`src/rtl/dsp_share_arbiter.sv`:
```
// dsp_share_arbiter: shares one (A+/-D)*B+C pipeline among NREQ requesters.
// Picks one request per cycle, registers its operands onto dsp_*, tags the
// op with its owner and returns the pipeline result on rsp_* LAT+1 cycles
// after acceptance.
// Ports: clk, rst_n (async, active low), en (grant enable),
//   req_valid/req_ready/req_subadd/req_a/req_d/req_b/req_c (per requester),
//   dsp_subadd/dsp_ain/dsp_din/dsp_bin/dsp_cin (to pipeline), dsp_pout (from it),
//   rsp_valid/rsp_id/rsp_data (result), issue_cnt (accepted op count).
// Macro DSP_ARB_RR_EN: round-robin arbitration; otherwise fixed priority.

module dsp_share_arbiter #(
    parameter int NREQ = 4,
    parameter int AW   = 16,
    parameter int BW   = 18,
    parameter int CW   = 32,
    parameter int PW   = 48,
    parameter int LAT  = 4
) (
    input  logic                      clk,
    input  logic                      rst_n,
    input  logic                      en,
    input  logic [NREQ-1:0]           req_valid,
    output logic [NREQ-1:0]           req_ready,
    input  logic [NREQ-1:0]           req_subadd,
    input  logic [NREQ*AW-1:0]        req_a,
    input  logic [NREQ*AW-1:0]        req_d,
    input  logic [NREQ*BW-1:0]        req_b,
    input  logic [NREQ*CW-1:0]        req_c,
    output logic                      dsp_subadd,
    output logic [AW-1:0]             dsp_ain,
    output logic [AW-1:0]             dsp_din,
    output logic [BW-1:0]             dsp_bin,
    output logic [CW-1:0]             dsp_cin,
    input  logic [PW-1:0]             dsp_pout,
    output logic                      rsp_valid,
    output logic [$clog2(NREQ)-1:0]   rsp_id,
    output logic [PW-1:0]             rsp_data,
    output logic [31:0]               issue_cnt
);

    localparam int IW = $clog2(NREQ);

    logic          win_any;
    logic [IW-1:0] win_id;

`ifdef DSP_ARB_RR_EN
    logic [IW-1:0] ptr;

    function automatic logic [IW-1:0] wrap_add(input logic [IW-1:0] p, input int k);
        int s;
        s = int'(p) + k;
        if (s >= NREQ) s = s - NREQ;
        return IW'(s);
    endfunction

    // Search starts at the pointer and wraps; first valid requester wins.
    always_comb begin
        win_any = 1'b0;
        win_id  = '0;
        for (int k = 0; k < NREQ; k++) begin
            if (!win_any && en && req_valid[wrap_add(ptr, k)]) begin
                win_any = 1'b1;
                win_id  = wrap_add(ptr, k);
            end
        end
    end

    always_ff @(posedge clk or negedge rst_n) begin
        if (!rst_n)
            ptr <= '0;
        else if (win_any)
            ptr <= wrap_add(win_id, 1);
    end
`else
    // Scan from the top so the lowest valid index is the last write.
    always_comb begin
        win_any = 1'b0;
        win_id  = '0;
        for (int k = NREQ - 1; k >= 0; k--) begin
            if (en && req_valid[k]) begin
                win_any = 1'b1;
                win_id  = IW'(k);
            end
        end
    end
`endif

    always_comb begin
        req_ready = '0;
        if (win_any)
            req_ready[win_id] = 1'b1;
    end

    // Operand registers: winner's operands, or zero when nothing is accepted.
    always_ff @(posedge clk or negedge rst_n) begin
        if (!rst_n) begin
            dsp_subadd <= 1'b0;
            dsp_ain    <= '0;
            dsp_din    <= '0;
            dsp_bin    <= '0;
            dsp_cin    <= '0;
        end else if (win_any) begin
            dsp_subadd <= req_subadd[win_id];
            dsp_ain    <= req_a[int'(win_id)*AW +: AW];
            dsp_din    <= req_d[int'(win_id)*AW +: AW];
            dsp_bin    <= req_b[int'(win_id)*BW +: BW];
            dsp_cin    <= req_c[int'(win_id)*CW +: CW];
        end else begin
            dsp_subadd <= 1'b0;
            dsp_ain    <= '0;
            dsp_din    <= '0;
            dsp_bin    <= '0;
            dsp_cin    <= '0;
        end
    end

    // Tag stage 0 lines up with dsp_*, stage LAT with dsp_pout.
    logic [LAT:0]  tag_v;
    logic [IW-1:0] tag_id [LAT+1];

    always_ff @(posedge clk or negedge rst_n) begin
        if (!rst_n) begin
            tag_v <= '0;
            for (int k = 0; k <= LAT; k++)
                tag_id[k] <= '0;
        end else begin
            tag_v     <= {tag_v[LAT-1:0], win_any};
            tag_id[0] <= win_any ? win_id : '0;
            for (int k = 1; k <= LAT; k++)
                tag_id[k] <= tag_id[k-1];
        end
    end

    assign rsp_valid = tag_v[LAT];
    assign rsp_id    = tag_id[LAT];
    assign rsp_data  = dsp_pout;

    always_ff @(posedge clk or negedge rst_n) begin
        if (!rst_n)
            issue_cnt <= '0;
        else if (win_any)
            issue_cnt <= issue_cnt + 32'd1;
    end

endmodule

```
`config.mk`:
```
export PLATFORM = sky130hd
export DESIGN_NAME = dsp_share_arbiter
export DESIGN_NICKNAME = d
export VERILOG_FILES = /design/src/rtl/dsp_share_arbiter.sv
export SDC_FILE = /design/constraint.sdc
export NUM_CORES = 1
export LEC_CHECK = 0
export CORE_AREA = 3 3 219 221
export DETAILED_ROUTE_END_ITERATION = 7
export DIE_AREA = 0 0 222 224
export DONT_BUFFER_PORTS = 1
export GPL_ROUTABILITY_DRIVEN = 0
export PLACE_DENSITY_LB_ADDON = 0.05
export REMOVE_ABC_BUFFERS = 1
export SLEW_MARGIN = 15
export SYNTH_ARGS = -nofsm -noshare
export SYNTH_HDL_FRONTEND = slang
export SYNTH_SLANG_ARGS = --single-unit
```
`constraint.sdc`:
```
create_clock -name clk -period 2.35 [get_ports clk]
set_input_delay 0.235 -clock clk [delete_from_list [all_inputs] [get_ports clk]]
set_output_delay 0.235 -clock clk [all_outputs]
set_load 0.05 [all_outputs]
```
======== Yosys cells after proc, flatten, opt, wreduce, memory -nomap -nowiden ========
Index checks and enable logic that the tools add are counted.
Widths: inputs -> output; s select.
storage, ports and cells
  register bits after elaboration ......... 130
  input bits .............................. 387
cells by class
  $add $sub $neg .......................... 1
  $mul .................................... 1
  $lt $le $gt $ge ......................... 2
  shifts and indexed selects .............. 4
  mux-type cells .......................... 19
  reduce and logical (&&, ||, !) cells .... 5
operator list
  kind                   number
  $shiftx 128x8->32      1
  $shiftx 64x7->16       2
  $shiftx 72x8->18       1
  $add 32x1->32 const B  1
  $mux 16                2
  $mux 32                1
  $mux 18                1
  $mux 2                 5
  $mux 1                 7
  $mul 2x4->6 const B    1
  $logic_and 1x1->1      5
  $mux 4                 1
  $lt 2x3->1 const B     1
  $bmux 1 s2             1
  $demux 1 s2            1
  $ge 2x1->1 const B     1

======== Longest topological paths before layout ========
Gate-level depths: netlist of the first run.
  depth in word-level cells ............... 10
  depth in mapped cells ................... 7

======== Worst setup path before layout of the first run ========
No wires, ideal clock.
  kind .................................... reg-to-reg
  start point ............................. register issue_cnt[3]
  end point ............................... register issue_cnt[29]
  arrival time ............................ 2.245 ns
  path slack .............................. -0.035 ns
  cell stages (with the launch flop) ...... 6
  clock period less this slack ............ 2.385 ns
  cells stage by stage .................... dfrtp_1 nand4_2 or4_4 buf_6 or4_4 xnor2_2
between the ends
  word-level cells in the longest chain between the ends .. 1
RTL lines
  element                 RTL line  text
  start, declared         38        output logic [31:0] issue_cnt
  start signal, assigned  142       issue_cnt <= issue_cnt + 32'd1;
  $add 32x1->32           142
No other way between the ends.
A chain may end at the register's enable or synchronous reset.

======== Final worst setup path of the first run ========
  start point ............................. input port req_valid[3]
  end point ............................... register dsp_din[4]
between the ends
  word-level cells in the longest chain between the ends .. 7
  elaborated cells between the ends (all ways) .. 11
  those cells by class .................... shift: 1; mux: 9; reduce/logical: 1
RTL lines
  element               RTL line  text
  start, declared       22        input logic [NREQ-1:0] req_valid,
  $logic_and 1x1->1 *   80        if (en && req_valid[k]) begin
  $mux 2 (4 in a row)   80
  $shiftx 64x7->16      105       dsp_din <= req_d[int'(win_id)*AW +: AW];
  $mux 16 *             102       end else if (win_any) begin
  end signal, assigned  105
  end, declared         31        output logic [AW-1:0] dsp_din,
Mark *: on every way between the ends. The rest lies on a longest branch, timed or not.

==> results of run 1 <==
## layer usage
metal / GRT usage, % / vias up / part of all wire, %
li1: - / 2597 / -
met1: 12.7 / 3036 / 27
met2: 30.6 / 449 / 51
met3: 18.0 / 34 / 21
met4: 4.38 / 4 / 1.3
met5: 0 / - / 0.049
## worst max-delay path, stage by stage
cell and delay (ns):
o31ai_4 0.44, buf_6 0.45, a22oi_1 0.11, dlygate4sd3_1 0.59
a21oi_1 0.12, dlygate4sd3_1 0.55
## state kept, by name, indices dropped and copies added, names as in the netlist, 2 cells and up
register / flops
dsp_din: 16
tag_id: 8
rsp_id: 2
dsp_ain: 16
issue_cnt: 32
tag_v: 5
dsp_bin: 18
dsp_cin: 32
## layout make-up
cell class                 count  area, µm²  area share (%)
sequential                   130       3250            33.0
timing repair buffer         267       2620            26.6
multi-input combinational    373       2520            25.5
tap                          607        759            7.71
clock buffer                  19        443            4.49
clock inverter                13        231            2.35
inverter                       7       26.3           0.267
antenna                        3       7.51          0.0762
## final timing paths
path / from / endpoint / slack, ns / cells past startpoint
setup / recovery: req_valid[3] / dsp_din[4] / 0.21 / 6
hold / removal: rst_n / dsp_cin[17] / -0.54 / 0
setup reg to reg: issue_cnt[4] / issue_cnt[29] / 0.36 / 4
hold reg to reg: tag_v[0] / tag_v[1] / 0.35 / 0
max in group asynchronous: rst_n / dsp_cin[0] / 2.69 / 0
min in group clk: req_b[5] / dsp_bin[5] / 0.02 / 2
## power groups by stage
stage                     combinational (W)  sequential, W  clock, W
after floorplan                    0.000325        0.00311         0
after global placement             0.000782        0.00298         0
after detailed placement           0.000787        0.00298         0
after CTS                           0.00110        0.00293   0.00330
after global routing                0.00118        0.00294   0.00339
final                               0.00110        0.00293   0.00317
## kinds of logic (layout without fill, tap and decap cells)
logic type,Yosys count,after routing
compound gates,240,240
flops,130,130
buf+inv,104,306
simple gates,84,84
xor+xnor,31,31
mux,17,17
fa+ha+maj,1,1
other cells,0,3
## timing repair
item                                    CTS  global route
setup buffers                             0             2
endpoints found under the setup margin    0             3
gates resized for setup                   0             3
endpoints found under the hold margin   200           132
hold buffers                            217             2
## synth_stat cells (all sizes together)
master / instances
a22o: 1
nor4: 7
nor2: 12
and3: 2
o41ai: 1
and2: 2
nor3: 12
and4: 4
nor2b: 2
o21ai: 26
xor2: 19
mux2i: 17
clkbuf: 40
o31ai: 1
inv: 7
or4: 2
a22oi: 138
a21oi: 70
buf: 57
xnor2: 12
nand2b: 1
nand4: 9
a21o: 2
nand3: 8
nand2: 21
a221o: 1
dfrtp: 130
nor3b: 2
ha: 1
## stage by stage
stage | hold slack [ns] | utilization [%] | instance area [µm²]
finish | -0.543 | 21.3 | 9860
global route | -0.590 | 21.2 | 9850
CTS | -0.593 | 21.1 | 9790
detailed placement | -0.0553 | 15.0 | 6940
global placement | -0.0554 | 15.0 | 6940
floorplan | -0.0606 | - | 5750
==> impl_metrics.toml, run 1 <==
[synthesis]
yosysTopAreaCell = "dfrtp_1"
synthDominantCellAreaShare_pct = 51.5
syn-cell-area_um2 = 6320
yosys-top-cells-area = "dfrtp_1 (51%), a22oi_1 (16%), buf_4 (5.9%)"
synth_xor_area_share_pct = 4.41
synth_top_family_by_area = "compound AO/OA/AOI/OAI gates"
synth_area_per_cell_um2 = 10.4
syn_inst = 607
ys_ff_latch = 130
synthMuxAreaShare_pct = 2.69
ys_types = 34
synth-compound-area-share_pct = 24.8
synth-simple-area-share_pct = 7.07
synth.yosys.seq_area_share_pct = 51.5
yosys_warnings = 0
synth_fa_ha_area_share_pct = 0.198

[place]
place.detailed.hpwl_um = 35100
dp.cells = 1162
dpl_worst_slack_ns = 0.366
numPortBuffers = 0

[grt]
grt_start_max_net_pins = 131
antenna_found_initial = 4
grt_pass1_wl_um = 58100
grt_use_total_pct = 17.3
grt_pass1_vias = 6635
grt_overflow = 0

[setup_path]
crit_required_ns = 2.76
path_class = "input port to flip-flop"
end_kind = "flip-flop"
crit_path_max_fanout = 57
critPathArrivalTime_ns = 2.55
critPathLaunchType = "input port"

[pwr]
clkPwrFrac_pct = 44.0
power.switching_w = 0.00228
vdd_drop_max_mv = 0.388
combPwrFrac_pct = 15.3
pwr-share-seq_pct = 40.7
p_int_w = 0.00492
p_sw_share_pct = 31.7
leakage_nw = 3.97
finalPower_w = 0.00720
p_per_area_nw_per_um2 = 730

[floorplan]
rows = 79
initial_utilization_pct = 13.6
pin_count = 557
fp.dieW_um = 222
die_h_um = 224
die_area_um2 = 49700
core_area_um2 = 46400

[cts]
cts_root_buffer = "clkbuf_16"
clk_pin_slew_ns = 0.06
clockBufferDepth = 2
clk_latency_ns = 0.48
h-tree-depth = 4
cts_tree = "yes"
cts.sinks = 130
cts_made_buffers = 17

[routing]
viasPerCell = 4.31
firstDrtPassIters = 5
drt_wl_total_um = 44800
via_count = 6120
dr.first_iter.drc_count = 394
drc = 0
final_antenna_net_count = 0
wl_per_cell_um = 31.6

[timing]
hold_viol = 130
relSlewSlack_pct = 42.3
worst_slew_pin_slew_ns = 0.857
fin_crit_ns = 2.14
fin_setup_tns_ns = 0
setup_viol_count_final = 0
finalHoldWorstSlack_ns = -0.543
grt_setup_unrepaired = "false"
drv_slew = 0
clock.fmax_mhz = 468
fin_crit_sh_pct = 90.9
timing.clock.skew_ns = 0.00966
layout_setup_ws_ns = 0.213

[final_layout]
drive_gt1_share_pct = 11.0
final_cells = 1419
final_common_cell = "dlygate4sd3_1"
layout.nets = 1184
area_growth_syn_to_layout_pct = 55.9
layout_common_cells = "dlygate4sd3_1 (219), a22oi_1 (138), dfrtp_1 (130)"
fillers = 5009

[hold_path]
worstHoldPathType = "input port to async pin"

[outcome]
violations = "hold timing"
outcome = "finished, violations left"

[flow_run]
maxCapViolations = 0
Note: power is estimated with default switching activity, not from simulation.
==> run 2, diff against run 1 <==
- MAX_ROUTING_LAYER: default -> met4
- REMOVE_ABC_BUFFERS: 1 -> default
- SETUP_SLACK_MARGIN: default -> 0.02
==> impl_metrics.toml, run 2 <==
[place]
numPortBuffers = 0
place.detailed.hpwl_um = 24100

[synthesis]
synth_common_cells = "a22oi_1 (138), dfrtp_1 (130), a21oi_1 (70), buf_4 (50), clkbuf_1 (40)"
ys_ff_latch = 130
synth_area_per_cell_um2 = 10.4
yosys_warnings = 0
syn-cell-area_um2 = 6320
ys.flop_type = "dfrtp_1"
synthDominantCellAreaShare_pct = 51.5
synth_edf_count = 0
synth_most_common_cell = "a22oi_1"
ys_types = 34
yosysTopAreaCell = "dfrtp_1"
async_flop_share_pct = 100
synth.yosys.seq_area_share_pct = 51.5
yosys-top-cells-area = "dfrtp_1 (51%), a22oi_1 (16%), buf_4 (5.9%)"
syn-num-nets = 995
syn_inst = 607

[cts]
clockBufferDepth = 2
cts_setup_buffers = 0
h-tree-depth = 4
cts.sinks = 130
cts_root_buffer = "clkbuf_16"
cts_resized = 0
ctsHoldBuffers = 239
cts_made_buffers = 17

[floorplan]
fp.dieW_um = 222
pin_count = 557
die_h_um = 224
rows = 79
initial_utilization_pct = 13.6

[outcome]
outcome = "aborted with a tool error"
firstError = "[ERROR RSZ-0060] Max buffer count reached."
haltStage = "4_1_cts"
==> run 2: kinds of logic after synthesis <==
family | synth area share (%)
compound gates | 24.8
flops | 51.5
buf+inv | 9.38
simple gates | 7.07
xor+xnor | 4.41
mux | 2.69
fa+ha+maj | 0.198
==> run 2: metrics by stage <==
| stage | cell area, µm² | setup slack (ns) | cells |
|---|---|---|---|
| 2_1_floorplan | 6330 | 0.0627 | 607 |
| 3_3_place_gp | 6930 | 0.450 | 1161 |
| 3_5_place_dp | 6930 | 0.430 | 1161 |
==> run 3, diff against run 2 <==
- CORE_AREA: 3 3 219 221 -> 3 3 218 220
- DIE_AREA: 0 0 222 224 -> 0 0 221 223
- MAX_ROUTING_LAYER: met4 -> default
- PLACE_DENSITY_LB_ADDON: 0.05 -> 0.15
- SETUP_SLACK_MARGIN: 0.02 -> default
==> impl_metrics.toml, run 3 (synthesis gave the netlist of run 1 again) <==
[outcome]
outcome = "finished, violations left"
violations = "hold timing"

[grt]
antenna_found_initial = 5
grt_pass1_vias = 6493
grt_overflow = 0
grt_start_max_net_pins = 131
grt_pass1_wl_um = 45100
grt_use_total_pct = 12.5

[timing]
fin_setup_tns_ns = 0
hold_viol = 130
grt_setup_unrepaired = "false"
timing.clock.skew_ns = 0.00840
fin_crit_sh_pct = 95.7
clock.fmax_mhz = 444
finalHoldWorstSlack_ns = -0.534
setup_viol_count_final = 0
drv_slew = 0
relSlewSlack_pct = 40.3
layout_setup_ws_ns = 0.100
worst_slew_pin_slew_ns = 0.886
fin_crit_ns = 2.25

[setup_path]
cp_top_family = "buffers and inverters"
crit_required_ns = 2.75
critPathLaunchType = "input port"
end_kind = "flip-flop"
critPathArrivalTime_ns = 2.65
crit_path_max_incr_delay_ns = 0.61
worst-path-buf-inv = 3
cpMaxStageDelayCell = "dlygate4sd3_1"
crit_path_max_fanout = 76
worstPathCellList = "nand2b_1 -> nor3b_2 -> buf_12 -> a22oi_1 -> dlygate4sd3_1 -> a21oi_1 -> dlygate4sd3_1"
path_class = "input port to flip-flop"
cpMostUsedCell = "dlygate4sd3_1"

[pwr]
p_per_area_nw_per_um2 = 709
leakage_nw = 4.04
vdd_drop_max_mv = 0.447

[routing]
firstDrtPassIters = 5
drc = 0
dr.first_iter.drc_count = 452
final_antenna_net_count = 0
viasPerCell = 4.30
via_count = 6082
drt_wl_total_um = 32000
wl_per_cell_um = 22.7

[floorplan]
initial_utilization_pct = 13.9
die_h_um = 223
core_area_um2 = 45500
rows = 78
pin_count = 557
die_area_um2 = 49300
fp.dieW_um = 221

[place]
dpl_worst_slack_ns = 0.309
numPortBuffers = 0
place.detailed.hpwl_um = 22400

[final_layout]
final_common_cell = "dlygate4sd3_1"
layout.nets = 1184
layout_common_cells = "dlygate4sd3_1 (221), a22oi_1 (138), dfrtp_1 (127)"
seq_area_um2 = 3260
fillers = 4944
area_growth_syn_to_layout_pct = 54.8
largest_registers = "dsp_cin: 32 flops, issue_cnt: 32 flops, dsp_bin: 18 flops"
drive_gt1_share_pct = 10.8
multi_input_comb_area_um2 = 2520

[cts]
clk_pin_slew_ns = 0.06
ctsHoldBuffers = 221
cts_made_buffers = 17
cts_tree = "yes"
cts.sinks = 130
clockBufferDepth = 2
cts_root_buffer = "clkbuf_16"
h-tree-depth = 4
clk_latency_ns = 0.46

[flow_run]
maxCapViolations = 0

[synthesis]
syn-num-nets = 995

[hold_path]
worstHoldPathType = "input port to async pin"
run 3: layer usage:
metal	global-route usage, %	vias to the layer above	share of wire [%]
met5	0	-	0.041
met4	6.73	2	4.5
met3	6.32	61	11
met2	20.6	381	50
met1	12.9	3036	35
li1	-	2602	-
run 3: repair_timing:
| action | 4_1_cts | 5_1_grt |
|---|---|---|
| gates resized for setup | 0 | 2 |
| hold endpoints to repair | 210 | 130 |
| setup buffers | 0 | 2 |
| setup endpoints to repair | 0 | 29 |
run 3: area by class of cell:
type | count | share of cell area (%)
flip-flops and latches | 130 | 33.3
repair buffers | 266 | 26.7
well taps | 600 | 7.67
clock buffers | 23 | 4.68
clock inverters | 9 | 1.57
multi-input cells | 374 | 25.8
inverters | 7 | 0.269
diodes | 4 | 0.102
run 3: worst paths after layout:
path	startpoint	end	slack [ns]	cells past startpoint
worst max-delay path	req_valid[0]	dsp_bin[6]	0.10	7
worst min-delay path	rst_n	tag_id[9]	-0.53	0
worst max register to register	issue_cnt[4]	issue_cnt[29]	0.32	4
worst min register to register	tag_v[2]	tag_v[3]	0.35	0
max in group asynchronous	rst_n	dsp_cin[20]	2.68	0
min in group clk	req_d[12]	dsp_din[12]	0.04	2
run 3: where the power goes:
part / leakage (nW) / internal [W] / switching (W) / total [W]
registers: 1.69 / 0.00240 / 0.000506 / 0.00291
logic: 2.06 / 0.000534 / 0.000608 / 0.00114
clock network: 0.292 / 0.00180 / 0.00109 / 0.00289
run 3: through the flow:
stage | instances | hold WS [ns] | total power, W | cell area (µm²) | util, %
6_report | 1413 | -0.534 | 0.00694 | 9780 | 21.5
2_1_floorplan | 607 | -0.0606 | 0.00367 | 6320 | -
5_1_grt | 1413 | -0.587 | 0.00727 | 9780 | 21.5
3_3_place_gp | 1153 | -0.0575 | 0.00376 | 6920 | 15.2
4_1_cts | 1406 | -0.602 | 0.00708 | 9740 | 21.4
3_5_place_dp | 1153 | -0.0564 | 0.00376 | 6920 | 15.2
==> run 4, diff against run 3 <==
--- a/config.mk
+++ b/config.mk
@@ -11,4 +11,5 @@
 export DONT_BUFFER_PORTS = 1
 export GPL_ROUTABILITY_DRIVEN = 0
+export GPL_TIMING_DRIVEN = 0
 export PLACE_DENSITY_LB_ADDON = 0.15
 export SLEW_MARGIN = 15
==> constraint.sdc (replaced) <==
create_clock -name clk -period 2.35 [get_ports clk]
set_input_delay 0.235 -clock clk [delete_from_list [all_inputs] [get_ports clk]]
set_output_delay 0.235 -clock clk [all_outputs]
set_load 0.02 [all_outputs]
==> impl_metrics.toml, run 4 <==
[outcome]
outcome = "aborted with a tool error"
haltStage = "4_1_cts"
firstError = "[ERROR RSZ-0060] Max buffer count reached."

[synthesis]
yosysTopAreaCell = "dfrtp_1"
syn_inst = 607
synth_common_cells = "a22oi_1 (138), dfrtp_1 (130), a21oi_1 (70), buf_4 (50), clkbuf_1 (40)"
synth_edf_count = 0
syn-num-nets = 995
synth_area_per_cell_um2 = 10.4
async_flop_share_pct = 100
synth.yosys.seq_area_share_pct = 51.5
ys.flop_type = "dfrtp_1"
ys_types = 34
yosys_warnings = 0
synth_most_common_cell = "a22oi_1"
yosys-top-cells-area = "dfrtp_1 (51%), a22oi_1 (16%), buf_4 (5.9%)"
ys_ff_latch = 130
syn-cell-area_um2 = 6320
synthDominantCellAreaShare_pct = 51.5

[floorplan]
die_h_um = 223
rows = 78
pin_count = 557
initial_utilization_pct = 13.9
fp.dieW_um = 221

[cts]
cts_made_buffers = 17
ctsHoldBuffers = 248
clockBufferDepth = 2
h-tree-depth = 4
cts_setup_buffers = 0
cts_resized = 12
cts.sinks = 130
cts_root_buffer = "clkbuf_16"

[place]
dpl_worst_slack_ns = -1.09
numPortBuffers = 0
place.detailed.hpwl_um = 25900
run 4: cells by family after synthesis:
group / after synthesis / synth area share, %
buf+inv: 104 / 9.38
flops: 130 / 51.5
simple gates: 84 / 7.07
fa+ha+maj: 1 / 0.198
compound gates: 240 / 24.8
xor+xnor: 31 / 4.41
mux: 17 / 2.69
run 4: metrics by stage:
| step | cell area (µm²) | TNS, ns | cells |
|---|---|---|---|
| 2_1_floorplan | 6320 | 0 | 607 |
| 3_5_place_dp | 7100 | -63.30 | 1208 |
| 3_3_place_gp | 7070 | -107.86 | 1207 |
